[config.mk]
export PLATFORM = sky130hd
export DESIGN_NAME = mux_nto1_scan
export DESIGN_NICKNAME = d
export VERILOG_FILES = /design/src/rtl/mux_nto1_scan_pkg.sv /design/src/rtl/mux_nto1_comb.sv /design/src/rtl/mux_nto1_scan.sv
export SDC_FILE = /design/constraint.sdc
export NUM_CORES = 1
export LEC_CHECK = 0
export ABC_AREA = 1
export CAP_MARGIN = 10
export CORE_AREA = 2 2 39 41
export CTS_CLUSTER_DIAMETER = 40
export DETAILED_ROUTE_END_ITERATION = 10
export DIE_AREA = 0 0 41 43
export PLACE_DENSITY = 0.7
export SYNTH_ARGS = -nofsm -noshare
export SYNTH_HDL_FRONTEND = slang
export SYNTH_SLANG_ARGS = --single-unit
[constraint.sdc]
create_clock -name clk -period 1.1 [get_ports clk]
set_input_delay 0.22 -clock clk [delete_from_list [all_inputs] [get_ports clk]]
set_output_delay 0.22 -clock clk [all_outputs]
set_load 0.03 [all_outputs]
[src/rtl/mux_nto1_scan_pkg.sv]
// Shared definitions for the N:1 scanning multiplexer: FSM state encoding and a
// ceil(log2) helper used to size the select and counter fields.
package mux_nto1_scan_pkg;

   typedef enum logic {
      StManual = 1'b0,
      StScan   = 1'b1
   } state_e;

   function automatic int unsigned clog2(input int unsigned value);
      int unsigned res;
      res = 0;
      for (int i = 0; i < 32; i++) begin
         if ((64'd1 << i) < 64'(value)) res = unsigned'(i + 1);
      end
      return res;
   endfunction

endpackage

[src/rtl/mux_nto1_comb.sv]
// Purely combinational indexed selector; yields zero data and flags any index
// that does not name an existing channel.
module mux_nto1_comb
   import mux_nto1_scan_pkg::*;
#(
   parameter int unsigned NUM_CH = 4,
   parameter int unsigned DW     = 1,
   localparam int unsigned SELW  = clog2(NUM_CH)
) (
   input  logic [NUM_CH*DW-1:0] in_data,
   input  logic [SELW-1:0]      idx,
   output logic [DW-1:0]        data,
   output logic                 oor
);

   always_comb begin
      data = '0;
      oor  = 1'b1;
      for (int k = 0; k < int'(NUM_CH); k++) begin
         if (idx == SELW'(k)) begin
            data = in_data[k*DW +: DW];
            oor  = 1'b0;
         end
      end
   end

endmodule

[src/rtl/mux_nto1_scan.sv]
// Registered N:1 multiplexer with a MANUAL (sel-driven) mode and a SCAN mode that
// steps through every channel, holding each for DWELL clocks.
module mux_nto1_scan
   import mux_nto1_scan_pkg::*;
#(
   parameter int unsigned NUM_CH = 4,
   parameter int unsigned DW     = 1,
   parameter int unsigned DWELL  = 4,
   localparam int unsigned SELW  = clog2(NUM_CH)
) (
   input  logic                 clk,
   input  logic                 rst_n,
   input  logic [NUM_CH*DW-1:0] in_data,
   input  logic [SELW-1:0]      sel,
   input  logic                 mode,
   input  logic                 hold,
   output logic [DW-1:0]        out,
   output logic [SELW-1:0]      out_ch,
   output logic                 out_valid,
   output logic                 scan_wrap
);

   localparam int unsigned DWW = (DWELL > 1) ? clog2(DWELL) : 1;

   state_e          state_q, state_d;
   logic [SELW-1:0] ch_cnt_q, ch_cnt_d;
   logic [DWW-1:0]  dw_cnt_q, dw_cnt_d;

   logic [SELW-1:0] idx;
   logic [DW-1:0]   mux_data;
   logic            mux_oor;

   logic [DW-1:0]   out_d;
   logic [SELW-1:0] out_ch_d;
   logic            out_valid_d;
   logic            scan_wrap_d;

   always_comb begin
      idx = (state_q == StScan) ? ch_cnt_q : sel;
   end

   mux_nto1_comb #(
      .NUM_CH (NUM_CH),
      .DW     (DW)
   ) u_sel (
      .in_data (in_data),
      .idx     (idx),
      .data    (mux_data),
      .oor     (mux_oor)
   );

   // Outputs follow the current state's rules even on the edge that changes state.
   always_comb begin
      state_d     = mode ? StScan : StManual;
      ch_cnt_d    = '0;
      dw_cnt_d    = '0;
      scan_wrap_d = 1'b0;
      out_d       = mux_data;
      out_ch_d    = idx;
      out_valid_d = ~mux_oor;
      unique case (state_q)
         StManual: begin
            // Counters held at zero so every SCAN entry starts on channel 0.
            ch_cnt_d = '0;
            dw_cnt_d = '0;
         end
         StScan: begin
            ch_cnt_d = ch_cnt_q;
            dw_cnt_d = dw_cnt_q;
            if (!hold) begin
               if (dw_cnt_q == DWW'(DWELL - 1)) begin
                  dw_cnt_d = '0;
                  if (ch_cnt_q == SELW'(NUM_CH - 1)) begin
                     ch_cnt_d    = '0;
                     scan_wrap_d = 1'b1;
                  end else begin
                     ch_cnt_d = ch_cnt_q + SELW'(1);
                  end
               end else begin
                  dw_cnt_d = dw_cnt_q + DWW'(1);
               end
            end
         end
         default: ;
      endcase
   end

   always_ff @(posedge clk or negedge rst_n) begin
      if (!rst_n) begin
         state_q   <= StManual;
         ch_cnt_q  <= '0;
         dw_cnt_q  <= '0;
         out       <= '0;
         out_ch    <= '0;
         out_valid <= 1'b0;
         scan_wrap <= 1'b0;
      end else begin
         state_q   <= state_d;
         ch_cnt_q  <= ch_cnt_d;
         dw_cnt_q  <= dw_cnt_d;
         out       <= out_d;
         out_ch    <= out_ch_d;
         out_valid <= out_valid_d;
         scan_wrap <= scan_wrap_d;
      end
   end

endmodule

* Yosys cells after proc, flatten, opt, wreduce, memory -nomap -nowiden
Cells that the tools add are included.
** Cells by class
- Equality and inequality tests :: 7
- Add/subtract/negate cells :: 2
- Muxes and demuxes :: 21
- Shift operators :: 0
- Div/mod/pow operators :: 0
- Reductions and logical operators :: 2
- Multiply operators :: 0
- Bitwise logic cells :: 2
- Magnitude comparators :: 0
** Operator list (number)
- 1-bit two-way mux :: 13
- 2-bit two-way mux :: 6
- 2-bit == test, second input constant :: 4
- 2-bit one-hot mux with 2 select lines :: 2
- 2-bit by 1-bit adder with 2-bit output, second input constant :: 2
- 2-bit by 1-bit == test with 1-bit output, second input constant :: 1
- 2-bit logical NOT :: 1
- 2-bit by 1-bit != test with 1-bit output, second input constant :: 1
- 2-bit != test, second input constant :: 1
- 1-bit inverter :: 2
- 2-bit AND reduction :: 1
** Storage, ports and cells
- Latch bits :: 0
- Bits in writable memories :: 0
- Logic and storage cells :: 41
- Bits in registers :: 10
- Memories :: 0
- Bits in read-only memories :: 0

* Longest topological paths before layout
Gate-level depths: netlist of run 1.
- Depth after elaboration :: 7
- Depth in mapped cells :: 6

* Modules after synthesis
Synthesis of run 1 repeated with hierarchy kept, for this count alone.
** Second synthesis, totals
- Cell total of the unflattened synthesis :: 58
- Area total of the unflattened synthesis :: 479.2 µm²
** By module, submodules not included
- mux_nto1_scan :: cells an instance 43, area each 416.6 µm², times used 1
- mux_nto1_comb :: cells an instance 15, area each 62.6 µm², times used 1

* Worst setup path before layout of run 1
OpenSTA, ideal clock, no wires.
- Path kind :: flip-flop to flip-flop
- Start :: reg dw_cnt_q[0]
- End :: reg ch_cnt_q[0]
- Stages on the path, launching flop included :: 6
- Path slack :: 0.123 ns
- Library setup time :: 0.126 ns
- Arrival time :: 0.851 ns
- Data required time :: 0.974 ns
- Path through :: dfrtp_1 ha_1 nand2_1 nand2_1 nand2_1 o21ai_0
** Between the ends
- Cells in the longest elaborated chain, start to end :: 3
** Ends and longest elaborated chain
- start, declared :: RTL line mux_nto1_scan.sv:27 : logic [DWW-1:0] dw_cnt_q, dw_cnt_d;
- start signal, assigned :: RTL line mux_nto1_scan.sv:100 : dw_cnt_q <= dw_cnt_d;
- 2-bit == test :: RTL line mux_nto1_scan.sv:71 : if (dw_cnt_q == DWW'(DWELL - 1)) begin
- 2-bit by 1-bit != test with 1-bit output (no source line)
- 2-bit AND reduction (no source line)
- end signal, assigned :: RTL line mux_nto1_scan.sv:99 : ch_cnt_q <= ch_cnt_d;
- end, declared :: RTL line mux_nto1_scan.sv:26 : logic [SELW-1:0] ch_cnt_q, ch_cnt_d;
Every way passes these cells.
A chain may end at the register's enable or synchronous reset.

* Worst setup path in the final report of run 1
Same ends and word-level chain as after synthesis.

==> run metrics, run 1 <==
status=complete, no violations; Worst path slowest cell=dfrtp_1; Post-Syn Area=approximately 460 um^2; DR vias/cell=4.63; GPL Wtd Cong=~0.8; Reg-to-Reg End=ch_cnt_q[0]; Antenna diodes=0; Slew Limit Fails=0; Worst Reg-to-Reg Cells=5; Core Util, Final=47.8%; dpl hpwl=664 um; Synth area leader=dfrtp_1; Die ar.=1760 um^2; Die Ht=43 um; Final ANT Viol Nets=0; # fillers=~130; IO Pins=15; CTS clk-pin slew, worst paths=0.07 ns; DR pass1 iterations=4; max layer used=met4; fmax=979 MHz; Max Clock Skew=0.00390 ns; r2r setup slk=0.08 ns; root buffer cell=clkbuf_4; row cnt=14; CTS Buffer Depth=2; Top cell by count, worst path=nand2_1; final hold violation count=0; clk sinks=10; Die Wd=slightly above 40 um; Final period util=92.8%; initial antenna violation count=0; final std cells w/o fill=89; sequential share of the synthesized area=roughly 55%; met1 WL=323 um; grt total ovfl=0; # port buffers=14; max incr delay on CP=0.39 ns; maximum VDD drop=0.496 mV; first-pass GRT wire length=1390 um; initial core utilization=33.1%; Synth top area share=54.6%; CP startpoint=dw_cnt_q[0]; pin count of the biggest net entering global routing=11; total number of vias=412; WL final=847 um; Crit Path Class=flop to flop; dominant cells by area after synthesis=dfrtp_1 55%, nand2_1 9.8%, nand3_1 8.7%; Routed wire per std cell=9.52 um; yosys warns=0; average footprint of a synthesized cell=8.81 um^2; CTS tree=done; met3 wire len=63 um; Total GRT Usage=between 10% and 20%; # setup viols final=0; Synth Register Bits=10; CP Data Required Time=1.24 ns; Remaining DRCs=0; worst hold slack=0.241 ns; area grow syn2layout=44.5%; Arr. time, crit path=1.17 ns; Nets=87; final worst path period need=1.02 ns; crit path setup slack, layout=0.0787 ns; CTS hold repair buffers=0; ratio of cells with drive above 1 in the final layout=26.0%; worst-path maximum fanout=4; CP delay by family, top=flip-flops; Worst Hold Class=primary input to async pin; via count of the first global-routing pass=362; RSZ-0062 raised after global routing=no; DR iter-0 viols=7; RR Startpoint=dw_cnt_q[0]; CTS H-tree depth=1; CP Cell Sequence=ha_1 -> nand2_1 -> nand2_2 -> nand2_1 -> o21ai_0; Startpoint Class=flop; clk_lat worst skew=0.26 ns; leakage=between 0.3 and 0.4 nW; Yosys cell types=14; placed cells=85; Max Cap Viol=0; crit path capture type=flop; wire length on met2=438 um; Pwr Density=1340 nW/um^2; syn_nets=64; total power=0.890 mW; Syn Inst Count=52; Core Area=1380 um^2; number of buffers created by CTS=3; worst path buffer plus inverter count=0; dpl ws=-0.0998 ns
layer usage:
layer | track usage (%) | vias up
li1 | - | 202
met1 | 14.3 | 185
met2 | 17.2 | 19
met3 | 4.71 | 6
met4 | 12.0 | 0
met5 | 0 | -
synthesized netlist by cell type:
cell,n
o21ai_0,1
nor2_1,3
a21oi_1,1
nand2_1,12
xor2_1,1
clkinv_1,1
inv_1,7
nand2_2,3
conb_1,1
inv_2,1
nand3_1,8
dfrtp_1,10
ha_1,2
nand2_4,1
cell type report:
type                    count  area, um^2  area share, %
clock buffers               3        22.5           3.40
inverters                   9        33.8           5.10
multi-input cells          33         176           26.7
flip-flops and latches     10         251           38.0
well taps                  16        20.0           3.02
repair buffers             18         158           23.8
metrics by stage:
stage | setup TNS, ns | instance area (um^2)
final | 0 | 662
after global routing | 0 | 662
after CTS | 0 | 651
after detailed placement | -0.275 | 628
after global placement | -0.221 | 628
after floorplan | 0 | 458
cell families (layout without fill, tap and decap cells):
group | count (synthesis) | in the layout | synth area share [%]
flip-flops | 10 | 10 | 54.6
other | 1 | 1 | 0.819
AO/OA/AOI/OAI | 2 | 2 | 2.18
XOR/XNOR | 1 | 1 | 1.91
adder cells (fa/ha/maj) | 2 | 2 | 5.46
buffers and inverters | 9 | 30 | 7.38
AND/OR/NAND/NOR | 27 | 27 | 27.6
worst register-to-register path: cells and delay by family, from the launching register on:
family | cells | cell delay (ns)
and+or+nand+nor | 3 | 0.23
adders and majority gates | 1 | 0.22
DFF | 1 | 0.39
AOI/OAI and AO/OA | 1 | 0.06
worst max-delay path by stage:
stage / endpoint / slack (ns) / cells after the start
floorplan: ch_cnt_q[0] / 0.12 / 5
global placement: ch_cnt_q[0] / -0.07 / 6
global route: ch_cnt_q[0] / 0.002 / 5
detailed placement: ch_cnt_q[0] / -0.1 / 6
CTS: ch_cnt_q[0] / 0.05 / 5
finish: ch_cnt_q[0] / 0.08 / 5
power by group:
part,leakage [nW],internal [mW],switching [mW]
clock network,0.0138,0.126,0.122
registers,0.125,0.406,0.0246
logic,0.218,0.100,0.111
flip-flops by register name (all words and copies together), names as in the netlist:
signal     count
ch_cnt_q       2
dw_cnt_q       2
out_ch         2
out            1
out_valid      1
scan_wrap      1
state_q        1
what timing repair did:
action	4_1_cts	5_1_grt
setup buffers	0	1
gates resized for setup	0	2
setup endpoints to repair	0	2
placed cells by master, fill, tap and decap left out:
| cell type | n |
|---|---|
| buf_4 | 9 |
| nand2_1 | 11 |
| nand2_2 | 4 |
| clkinv_1 | 1 |
| xor2_1 | 1 |
| ha_1 | 2 |
| dfrtp_2 | 1 |
| dfrtp_1 | 9 |
| nand2_4 | 1 |
| inv_2 | 1 |
| conb_1 | 1 |
| nor2_1 | 3 |
| clkbuf_4 | 3 |
| nand3_1 | 8 |
| o21ai_0 | 1 |
| clkdlybuf4s50_1 | 9 |
| a21oi_1 | 1 |
| inv_1 | 7 |
(Power assumes the default switching activity.)
==> run 2, diff against run 1 <==
Settings changed: REMOVE_ABC_BUFFERS from default to 1.
==> results of run 2 <==
Final layout, timing and power as in run 1 (identical DEF).
==> run 3, diff against run 2 <==
Settings changed: CTS_CLUSTER_SIZE from default to 20.
==> results of run 3 <==
Final layout, timing and power as in run 1 (identical DEF).
